[src/rtl/mdio_master_ctrl.sv]
// MDIO (Clause 22) management master: frames one read or write per request.
// Optional build macro MDIO_PREAMBLE_SUPPRESS_EN lets cfg_pre_sup skip the 32-bit preamble.
module mdio_master_ctrl #(
    parameter int CLK_DIV = 8
) (
    input  logic        clk,
    input  logic        rst,
    input  logic        req,
    input  logic        op,
    input  logic [4:0]  phyad,
    input  logic [4:0]  regad,
    input  logic [15:0] wdata,
    input  logic        cfg_pre_sup,
    output logic        busy,
    output logic        ack,
    output logic [15:0] rdata,
    output logic        err,
    output logic        mdc,
    output logic        mdio_o,
    output logic        mdio_oe,
    input  logic        mdio_i
);

    typedef enum logic [2:0] {IDLE, PRE, CMD, TA, DATA, DONE} state_t;

    localparam logic [7:0] PH_LAST  = 8'(CLK_DIV - 1);
    localparam logic [5:0] BIT_CMD  = 6'd32;
    localparam logic [5:0] BIT_TA   = 6'd46;
    localparam logic [5:0] BIT_TA2  = 6'd47;
    localparam logic [5:0] BIT_DATA = 6'd48;
    localparam logic [5:0] BIT_LAST = 6'd63;

    state_t      state;
    logic [5:0]  bit_cnt;
    logic [7:0]  ph_cnt;
    logic        hi_phase;
    logic        op_q;
    logic [4:0]  phyad_q;
    logic [4:0]  regad_q;
    logic [15:0] wdata_q;
    logic [15:0] shreg;
    logic        ta_err;
    logic        pre_skip;
    logic        accept;
    logic        in_frame;
    logic        ph_end;
    logic        sample_en;
    logic [5:0]  start_bit;
    logic [5:0]  next_bit;
    logic [31:0] acc_tail;
    logic [31:0] cur_tail;

`ifdef MDIO_PREAMBLE_SUPPRESS_EN
    assign pre_skip = cfg_pre_sup;
`else
    logic unused_cfg_pre_sup;
    assign unused_cfg_pre_sup = cfg_pre_sup;
    assign pre_skip = 1'b0;
`endif

    // Everything after the preamble: ST, OP, PHYAD, REGAD, write TA, write data.
    function automatic logic [31:0] frame_tail(input logic rd, input logic [4:0] pa,
                                               input logic [4:0] ra, input logic [15:0] wd);
        return {2'b01, rd ? 2'b10 : 2'b01, pa, ra, 2'b10, wd};
    endfunction

    // Bit index runs 0..63 over a full frame; suppressed frames start at index 32.
    function automatic logic frame_bit(input logic [31:0] tail, input logic [5:0] b);
        if (b < BIT_CMD)
            return 1'b1;
        return tail[5'd31 - b[4:0]];
    endfunction

    function automatic logic frame_oe(input logic rd, input logic [5:0] b);
        return !(rd && (b >= BIT_TA));
    endfunction

    function automatic state_t state_of(input logic [5:0] b);
        if (b < BIT_CMD)
            return PRE;
        if (b < BIT_TA)
            return CMD;
        if (b < BIT_DATA)
            return TA;
        return DATA;
    endfunction

    assign accept    = (state == IDLE) && req;
    assign in_frame  = (state != IDLE) && (state != DONE);
    assign ph_end    = (ph_cnt == PH_LAST);
    assign sample_en = in_frame && ph_end && !hi_phase && op_q;
    assign start_bit = pre_skip ? BIT_CMD : 6'd0;
    assign next_bit  = bit_cnt + 6'd1;
    assign acc_tail  = frame_tail(op, phyad, regad, wdata);
    assign cur_tail  = frame_tail(op_q, phyad_q, regad_q, wdata_q);

    always_ff @(posedge clk) begin
        if (rst) begin
            state    <= IDLE;
            busy     <= 1'b0;
            ack      <= 1'b0;
            err      <= 1'b0;
            rdata    <= 16'h0000;
            mdc      <= 1'b0;
            mdio_o   <= 1'b1;
            mdio_oe  <= 1'b0;
            bit_cnt  <= 6'd0;
            ph_cnt   <= 8'd0;
            hi_phase <= 1'b0;
        end else begin
            ack <= 1'b0;
            case (state)
                IDLE: begin
                    if (req) begin
                        busy     <= 1'b1;
                        err      <= 1'b0;
                        bit_cnt  <= start_bit;
                        ph_cnt   <= 8'd0;
                        hi_phase <= 1'b0;
                        mdc      <= 1'b0;
                        state    <= state_of(start_bit);
                        mdio_o   <= frame_bit(acc_tail, start_bit);
                        mdio_oe  <= frame_oe(op, start_bit);
                    end
                end
                DONE: begin
                    state <= IDLE;
                    busy  <= 1'b0;
                end
                default: begin
                    if (!ph_end) begin
                        ph_cnt <= ph_cnt + 8'd1;
                    end else begin
                        ph_cnt <= 8'd0;
                        if (!hi_phase) begin
                            hi_phase <= 1'b1;
                            mdc      <= 1'b1;
                        end else begin
                            hi_phase <= 1'b0;
                            mdc      <= 1'b0;
                            if (bit_cnt == BIT_LAST) begin
                                state   <= DONE;
                                ack     <= 1'b1;
                                mdio_o  <= 1'b1;
                                mdio_oe <= 1'b0;
                                if (op_q) begin
                                    err   <= ta_err;
                                    rdata <= ta_err ? 16'hFFFF : shreg;
                                end
                            end else begin
                                bit_cnt <= next_bit;
                                state   <= state_of(next_bit);
                                mdio_o  <= frame_bit(cur_tail, next_bit);
                                mdio_oe <= frame_oe(op_q, next_bit);
                            end
                        end
                    end
                end
            endcase
        end
    end

    // Captured request fields and read shift path carry no reset.
    always_ff @(posedge clk) begin
        if (accept) begin
            op_q    <= op;
            phyad_q <= phyad;
            regad_q <= regad;
            wdata_q <= wdata;
        end
        if (sample_en) begin
            if (bit_cnt == BIT_TA2)
                ta_err <= mdio_i;
            if (bit_cnt >= BIT_DATA)
                shreg <= {shreg[14:0], mdio_i};
        end
    end

endmodule

[config.mk]
export PLATFORM = sky130hd
export DESIGN_NAME = mdio_master_ctrl
export DESIGN_NICKNAME = d
export VERILOG_FILES = /design/src/rtl/mdio_master_ctrl.sv
export SDC_FILE = /design/constraint.sdc
export NUM_CORES = 1
export LEC_CHECK = 0
export BUFFER_PORTS_ARGS = -buffer_cell sky130_fd_sc_hd__buf_2
export CAP_MARGIN = 40
export CORE_ASPECT_RATIO = 0.75
export CORE_MARGIN = 2
export CORE_UTILIZATION = 45
export CTS_CLUSTER_SIZE = 24
export DETAILED_ROUTE_END_ITERATION = 16
export GPL_TIMING_DRIVEN = 0
export HOLD_SLACK_MARGIN = 0.12
export PLACE_DENSITY = 0.66
export SLEW_MARGIN = 5
export SYNTH_ARGS = -nofsm -noshare
export SYNTH_HDL_FRONTEND = slang
export SYNTH_SLANG_ARGS = --single-unit
export TNS_END_PERCENT = 30
[constraint.sdc]
create_clock -name clk -period 6.11 [get_ports clk]
set_clock_uncertainty 0.1 [all_clocks]
set_input_delay 0 -clock clk [delete_from_list [all_inputs] [get_ports clk]]
set_output_delay 0 -clock clk [all_outputs]
set_load 0.005 [all_outputs]
# Word-level counts from Yosys, hierarchy flattened
# Index checks and enable logic that the tools add are counted.
[word_totals]
reg_bits = 83
input_bits = 32
output_inout_bits = 22
elab_cells = 147
[op_classes]
n_addsub = 3
magnitude_cmp = 6
eq_ne = 7
muxes = 82
bitwise_logic = 4
n_reduce_logical = 29
[ops]
columns = ["operator", "n"]
rows = [
  ["2-to-1 mux 1 bit", 52],
  ["2-to-1 mux 3 bit", 13],
  ["2-to-1 mux 6 bit", 4],
  ["< comparator 6 bit (second input constant)", 3],
  ["2-to-1 mux 16 bit", 1],
  ["2-to-1 mux 8 bit", 2],
  ["case mux 8 bit (2 select lines)", 1],
  ["== test 6 bit (second input constant)", 2],
  [">= comparator 6 bit (second input constant)", 2],
  ["case mux 6 bit (2 select lines)", 1],
  ["case mux 1 bit (2 select lines)", 5],
  ["AND reduction 5 bit", 2],
  ["nonzero test 2 bit", 5],
  ["nonzero test 3 bit", 3],
  ["adder 8 x 1 -> 8 bit (second input constant)", 1],
  ["== test 8 x 3 -> 1 bit (second input constant)", 1],
  ["AND reduction 2 bit", 4],
  ["adder 6 x 1 -> 6 bit (second input constant)", 1],
  ["logical AND 1 bit", 6],
  ["< comparator 5 x 6 -> 1 bit (second input constant)", 1],
  ["case mux 3 bit (2 select lines)", 1],
  ["AND reduction 3 bit", 2],
  ["AND reduction 6 bit", 1],
  ["binary-select mux 1 bit (select 5 bit)", 1],
  ["11 further kinds", 16],
]

# Longest topological paths before layout
# Gate-level depths: netlist (run 1).
[depth]
ltp_word = 28
depth_mapped = 8
ltp_nobuf = 7

# Least setup slack after synthesis (run 1)
# No wires, ideal clock.
[synth_timing]
path_kind = "reg-to-reg"
startpoint = "register ph_cnt[0]"
endpoint = "register shreg[0] (enable)"
setup_time_ns = 0.374
t_arrival_ns = 1.908
t_required_ns = 5.636
setup_slack_ns = 3.729
path_stages_with_launch = 6
path_buffers = 0
period_less_slack_ns = 2.381
cell_sequence = "dfxtp_1 > ha_1 > nand2_1 > or3_2 > nor4_1 > and2_1"
[synth_via]
elab_chain_len = 5
[synth_lines]
columns = ["item", "line_no", "source"]
rows = [
  ["from (decl)", "35", "logic [7:0] ph_cnt;"],
  ["from (signal assigned)", "132", "ph_cnt <= ph_cnt + 8'd1;"],
  ["== test 8 x 3 -> 1 bit", "90", "assign ph_end = (ph_cnt == PH_LAST);"],
  ["logical AND 1 bit (3 in series)", "91", "assign sample_en = in_frame && ph_end && !hi_phase && op_q;"],
  ["AND reduction 2 bit (no line)", "n/a", ""],
  ["to (signal assigned)", "175", "shreg <= {shreg[14:0], mdio_i};"],
  ["to (decl)", "41", "logic [15:0] shreg;"],
]
# No other way between the ends.
# A chain may end at the register's enable or synchronous reset.

# Worst setup path in the final report (run 1)
[layout_timing]
startpoint = "register ph_cnt[0]"
endpoint = "register shreg[12] (enable)"
# The elaborated chain is that of the path after synthesis.

==> results.yml, run 1 <==
outcome:
  status: "completed"
sta:
  hold_violations: 0
  period_needed_ns: 2.73
  setup_tns_ns: 0
  slew_headroom_pct: 40.6
  maxSlewViolCount: 0
  worst_pin_slew_ns: 0.884
  rsz0062_at_grt: "no"
  max_freq_mhz: 366
  setup_viol: 0
  post-route-period-util_pct: 44.7
detailed_routing:
  wl_mm: 6.91
  drtIter0Drc: 147
  dr.pass1.iters: 4
  wl_per_cell_um: 14.0
  ant_nets: 0
  num_vias: 2542
  viasPerCell: 5.14
  drc: 0
die:
  std_cell_rows: 27
  die_area_mm2: 0.00843
  core_region_area_mm2: 0.00740
  die_h_um: 80.0
  die_w_um: 105
  pin_count: 54
  initial_core_util_pct: 46.9
worst_setup_path:
  crit-reg2reg-launch: "ph_cnt[0]"
  max_stage_delay_ns: 0.63
  crit_start: "ph_cnt[0]"
  rr_endpoint: "shreg[12]"
  crit_arrival_ns: 2.62
  startpoint_type: "flop"
  endpoint: "shreg[12]"
  cpMaxStageDelayCell: "and2_1"
  worstPathRequired_ns: 6.00
  end_kind: "flop"
  crit_chain: "ha_1 -> nand2_1 -> or3_2 -> nor4_1 -> and2_1"
  r2r_slack_ns: 3.38
  crit_type: "reg -> reg"
  critPathMaxFanout: 16
  ff2ff_path_depth: 5
pwr:
  p_switching_uw: 255
  combinationalPowerShare_pct: 6.9
  leakage_nw: 1.63
  p_total_mw: 1.09
  p_int_uw: 836
  ir_worst_vdd_mv: 0.126
  power_density_mw_per_mm2: 249
  p_seq_share_pct: 55.8
  clkPwrFrac_pct: 37.3
  swShare_pct: 23.4
logic_synthesis:
  synth_top_family_by_area: "simple AND/OR/NAND/NOR gates"
  synth_area_per_cell_um2: 11.8
  ys_seq_area_share_pct: 60.6
  synth-xor-area-share_pct: 2.02
  synth_compound_area_share_pct: 12.6
  synth_common_cells: "nor2_1 (51), edfxtp_1 (44), dfxtp_1 (39)"
  synth_fa_ha_area_share_pct: 0.722
  netlist_instances: 295
  netlist_top_cells_area: "edfxtp_1 (38%), dfxtp_1 (23%), nor2_1 (5.5%), a211oi_1 (4.1%), mux4_2 (3.9%)"
  synthMuxAreaShare_pct: 4.47
  synth_most_common_cell: "nor2_1"
  async_flop_share_pct: 0
  synth-seq-cells: 83
  yosysTopAreaCell: "edfxtp_1"
  syn_nets: 329
  yosys_warnings: 0
  ys_types: 53
  synth_flop_cell: "edfxtp_1"
  synth_edf_count: 44
  yosysTopAreaCellShare_pct: 38.1
  synth-simple-area-share_pct: 16.9
  syn_area_mm2: 0.00347
cts:
  h-tree-depth: 3
  cts_root_buffer: "clkbuf_8"
  clock_path_buffers: 2
  clk_pin_slew_worst_paths_ns: 0.09
  numCtsBuffers: 9
  clkSinkCount: 83
  clk-insertion-delay-late_ns: 0.35
  tritoncts: "done"
min_path:
  hp-class: "in -> reg"
  holdCritStartpoint: "phyad[1]"
  worstHoldPathCells: 2
grt:
  grt_pass1_wl_mm: 11.4
  grt_max_degree: 20
  grt_pass1_vias: 2348
  overflow: 0
  antenna_found_initial: 0
  grtUsageTotal_pct: 17.6
layout:
  layout-drive-gt1-share_pct: 24.6
  syn_to_final_growth_pct: 26.5
  nNetsFinal: 423
  antennaDiodeCount: 0
run:
  maxCapViolCount: 0
placement:
  port_buffers: 52
  globalplace.congestion: 0.788
  hpwl_mm: 4.85
how the worst min path moves through the flow:
stage	slack [ns]	endpoint
2_1_floorplan	-0.001	op_q
3_3_place_gp	0.08	wdata_q[13]
3_5_place_dp	0.08	wdata_q[4]
4_1_cts	0.23	op_q
5_1_grt	0.24	wdata_q[10]
6_report	0.24	phyad_q[1]
kinds of logic (layout without fill, tap and decap cells):
family | Yosys count | count (layout)
AND/OR/NAND/NOR | 111 | 111
adder cells (fa/ha/maj) | 2 | 2
buffers and inverters | 18 | 117
multiplexers | 8 | 8
AO/OA/AOI/OAI | 65 | 65
XOR/XNOR | 8 | 8
flip-flops | 83 | 83
placed cells by master, fill, tap and decap left out, drive strengths merged, types with 7 or more instances in the layout:
cell         count
a211oi          19
a21oi           18
buf             58
clkbuf          19
dfxtp           39
dlygate4sd3     30
edfxtp          44
inv              7
nand2           11
nor2            51
o21ai           10
cell type report:
type,instances,area (um^2)
Buffer,15,82.6
Clock buffer,9,124
Clock inverter,7,80.1
Fill cell,626,3010
Inverter,3,11.3
Multi-Input combinational cell,194,1270
Sequential cell,83,2100
Tap cell,101,126
Timing Repair Buffer,83,588
metrics by stage:
step / utilization (%) / cells / hold slack, ns / cell area [um^2] / worst slack (ns)
2_1_floorplan: - / 295 / -0.00113 / 3470 / 3.73
3_3_place_gp: 52.1 / 448 / 0.0768 / 3850 / 3.38
3_5_place_dp: 52.5 / 449 / 0.0781 / 3880 / 3.38
4_1_cts: 59.3 / 495 / 0.229 / 4390 / 3.36
5_1_grt: 59.3 / 495 / 0.235 / 4390 / 3.24
6_report: 59.3 / 495 / 0.244 / 4390 / 3.38
routing by layer:
| metal | share of wire (%) | GRT usage [%] | wire length (um) |
|---|---|---|---|
| met1 | 50 | 24.0 | 3440 |
| met2 | 45 | 27.3 | 3080 |
| met3 | 4.6 | 5.06 | 319 |
| met4 | 1.0 | 5.20 | 70 |
| met5 | 0 | 0 | 0 |
worst max-delay path: cells and delay by family, from the launching register on:
family | cells | cell delay [ns]
adders and majority gates | 1 | 0.25
DFF | 1 | 0.37
and+or+nand+nor | 4 | 1.63
repair_timing:
item                      CTS  global route
hold buffers               30             0
hold endpoints to repair   39             0
gates resized for setup     0             0
setup buffers               0             0
power groups by stage:
stage	combinational, mW	sequential, mW	clock, mW
floorplan	0.0354	0.620	0
global placement	0.0560	0.621	0
detailed placement	0.0609	0.622	0
CTS	0.0754	0.609	0.416
global route	0.0834	0.611	0.439
finish	0.0757	0.609	0.407
flip-flops by register name (all words and copies together) (netlist names), 3 cells and up:
name / flops
rdata: 16
bit_cnt: 6
phyad_q: 5
wdata_q: 16
ph_cnt: 8
shreg: 16
state: 3
regad_q: 5
No activity file was read; power rests on OpenSTA's default activity.
==> run 2, diff against run 1 <==
ABC_AREA = 1   (was unset)
PLACE_DENSITY = 0.68   (was 0.66)
clock period = 2.25 ns   (was 6.11 ns; I/O delays follow)
==> run 2 against run 1 <==
- final area up 7.4%
- via count up 16%
- count of clock-buffer cells in the layout up 1
- clock power grew to 2.9 times the previous value
- fmax increased by 32%
- non-clock buffer count grew 6
- final cell count is 18% higher
- first-iteration DRC count grew 14%
- critical endpoint is now shreg[1]
==> results.yml, run 2 <==
outcome:
  status: "completed"
sta:
  worst_pin_slew_ns: 0.666
  setup_ws_ns: 0.178
  rsz0062_at_grt: "no"
  period_needed_ns: 2.07
  setup_tns_ns: 0
  setup_viol: 0
  max_freq_mhz: 483
  post-route-period-util_pct: 92.1
  hold_violations: 0
  maxSlewViolCount: 0
  whs_ns: 0.241
  slew_headroom_pct: 55.6
logic_synthesis:
  yosysTopAreaCell: "edfxtp_1"
  netlist_instances: 374
  ys_seq_area_share_pct: 56.9
  yosys_warnings: 0
  synth_edf_count: 44
  ys_types: 37
  synth_common_cells: "nand2_1 (78), edfxtp_1 (44), dfxtp_1 (39)"
  synth-xor-area-share_pct: 1.42
  synthMuxAreaShare_pct: 0
  async_flop_share_pct: 0
  synth_most_common_cell: "nand2_1"
  synth-seq-cells: 83
  syn_nets: 408
  synth-simple-area-share_pct: 27.5
  syn_area_mm2: 0.00369
  synth_top_family_by_area: "simple AND/OR/NAND/NOR gates"
  synth_compound_area_share_pct: 7.18
  yosysTopAreaCellShare_pct: 35.8
  synth_area_per_cell_um2: 9.87
  netlist_top_cells_area: "edfxtp_1 (36%), dfxtp_1 (21%), nand2_1 (7.9%), nor3_2 (5.4%), nand3_1 (4.2%)"
  synth_flop_cell: "edfxtp_1"
  synth_fa_ha_area_share_pct: 0.678
detailed_routing:
  wl_per_cell_um: 13.7
  drtIter0Drc: 168
  wl_mm: 7.98
  num_vias: 2941
  drc: 0
  viasPerCell: 5.04
  ant_nets: 0
  dr.pass1.iters: 4
die:
  core_region_area_mm2: 0.00792
  die_w_um: 109
  initial_core_util_pct: 46.6
  pin_count: 54
  std_cell_rows: 28
  die_area_mm2: 0.00895
  die_h_um: 82.4
cts:
  h-tree-depth: 3
  clk-insertion-delay-late_ns: 0.37
  cts_root_buffer: "clkbuf_8"
  tritoncts: "done"
  clock_path_buffers: 2
  clkSinkCount: 83
  numCtsBuffers: 9
  clk_pin_slew_worst_paths_ns: 0.09
placement:
  dpl_cell_area_mm2: 0.00412
  globalplace.congestion: 0.797
  pre_cts_ws_ns: -0.422
  hpwl_mm: 5.48
  port_buffers: 52
pwr:
  power_density_mw_per_mm2: 860
  p_total_mw: 4.05
  ir_worst_vdd_mv: 0.463
  leakage_nw: 1.89
min_path:
  hp-class: "in -> reg"
grt:
  grtUsageTotal_pct: 19.3
  grt_pass1_vias: 2752
  antenna_found_initial: 0
  overflow: 0
  grt_pass1_wl_mm: 13.0
  grt_max_degree: 19
worst_setup_path:
  startpoint_type: "flop"
  crit_arrival_ns: 2.06
  worstPathRequired_ns: 2.24
  crit_type: "reg -> reg"
  critPathMaxFanout: 10
  end_kind: "flop"
layout:
  antennaDiodeCount: 0
  fillers: 683
  layout-drive-gt1-share_pct: 28.6
  nNetsFinal: 508
  top_regs: "rdata x16, shreg x16, wdata_q x16"
  most-common-layout-cells: "nand2_1 (78), buf_2 (58), edfxtp_1 (44), dfxtp_1 (38), nand3_1 (31)"
  design_area_mm2: 0.00471
  syn_to_final_growth_pct: 27.6
  final_common_cell: "nand2_1"
run:
  maxCapViolCount: 0
-- run 2: changes by cell type in the layout (fill, tap and decap cells not counted), moves of 8 or more --
cell / before / now
nor3_1: 5 / 18
nor3_2: 0 / 20
inv_1: 3 / 27
nand3_1: 3 / 31
inv_2: 0 / 8
a31oi_1: 1 / 17
a211oi_1: 19 / 1
nor2_1: 51 / 12
nand2_1: 10 / 78
-- run 2: per-layer routing --
metal  track usage (%)  vias to the layer above  share of wire [%]
li1                  -                     1487                  -
met3              5.10                       11                6.7
met4              6.79                        0                1.4
met5                 0                        -                  0
met2              29.4                       88                 43
met1              26.9                     1355                 49
-- run 2: kinds of logic (layout without fill, tap and decap cells) --
kind of cell / after synthesis / after routing
flip-flops: 83 / 83
adder cells (fa/ha/maj): 2 / 2
buffers and inverters: 52 / 157
AND/OR/NAND/NOR: 184 / 184
AO/OA/AOI/OAI: 47 / 47
XOR/XNOR: 6 / 6
-- run 2: path summary, 6_finish.rpt --
path | startpoint | end | slack (ns) | cells past startpoint
worst max-delay path | ph_cnt[1] | shreg[1] | 0.18 | 9
worst min-delay path | wdata[10] | wdata_q[10] | 0.24 | 2
worst max register to register | ph_cnt[1] | shreg[1] | 0.18 | 9
worst min register to register | shreg[11] | shreg[12] | 0.36 | 0
-- run 2: power by group --
part	internal, mW	leakage (nW)	switching (mW)
registers	1.77	0.728	0.0830
logic	0.352	1.05	0.657
clock network	0.600	0.111	0.590
-- run 2: per-stage QoR --
step / utilization [%] / std cells
after global routing: 59.5 / 584
after CTS: 59.2 / 582
after floorplan: - / 374
after global placement: 51.6 / 531
final: 59.5 / 584
after detailed placement: 52.0 / 532
-- run 2: repair_timing --
| action | 4_1_cts | 5_1_grt |
|---|---|---|
| hold buffers | 30 | 0 |
| gates resized for setup | 1 | 3 |
| endpoints found under the setup margin | 16 | 17 |
| pin swaps | 2 | 1 |
| buffers inserted | 4 | 2 |
| hold endpoints to repair | 55 | 0 |
-- run 2: critical path, stage by stage, from the launching register on --
cell	delay, ns
dfxtp_1	0.37
ha_2	0.20
nand2_1	0.10
nor3_2	0.14
nand2_2	0.13
nor2_4	0.14
buf_6	0.15
nand4_1	0.15
nor2_4	0.17
buf_12	0.15
-- run 2: area by class of cell --
| cell class | instances | area (um^2) | share of cell area, % |
|---|---|---|---|
| tap | 105 | 131 | 2.79 |
| clock buffer | 10 | 149 | 3.16 |
| sequential | 83 | 2100 | 44.6 |
| inverter | 37 | 141 | 3.00 |
| buffer | 15 | 93.8 | 1.99 |
| multi-input combinational | 239 | 1370 | 29.1 |
| timing repair buffer | 89 | 646 | 13.7 |
| clock inverter | 6 | 75.1 | 1.59 |
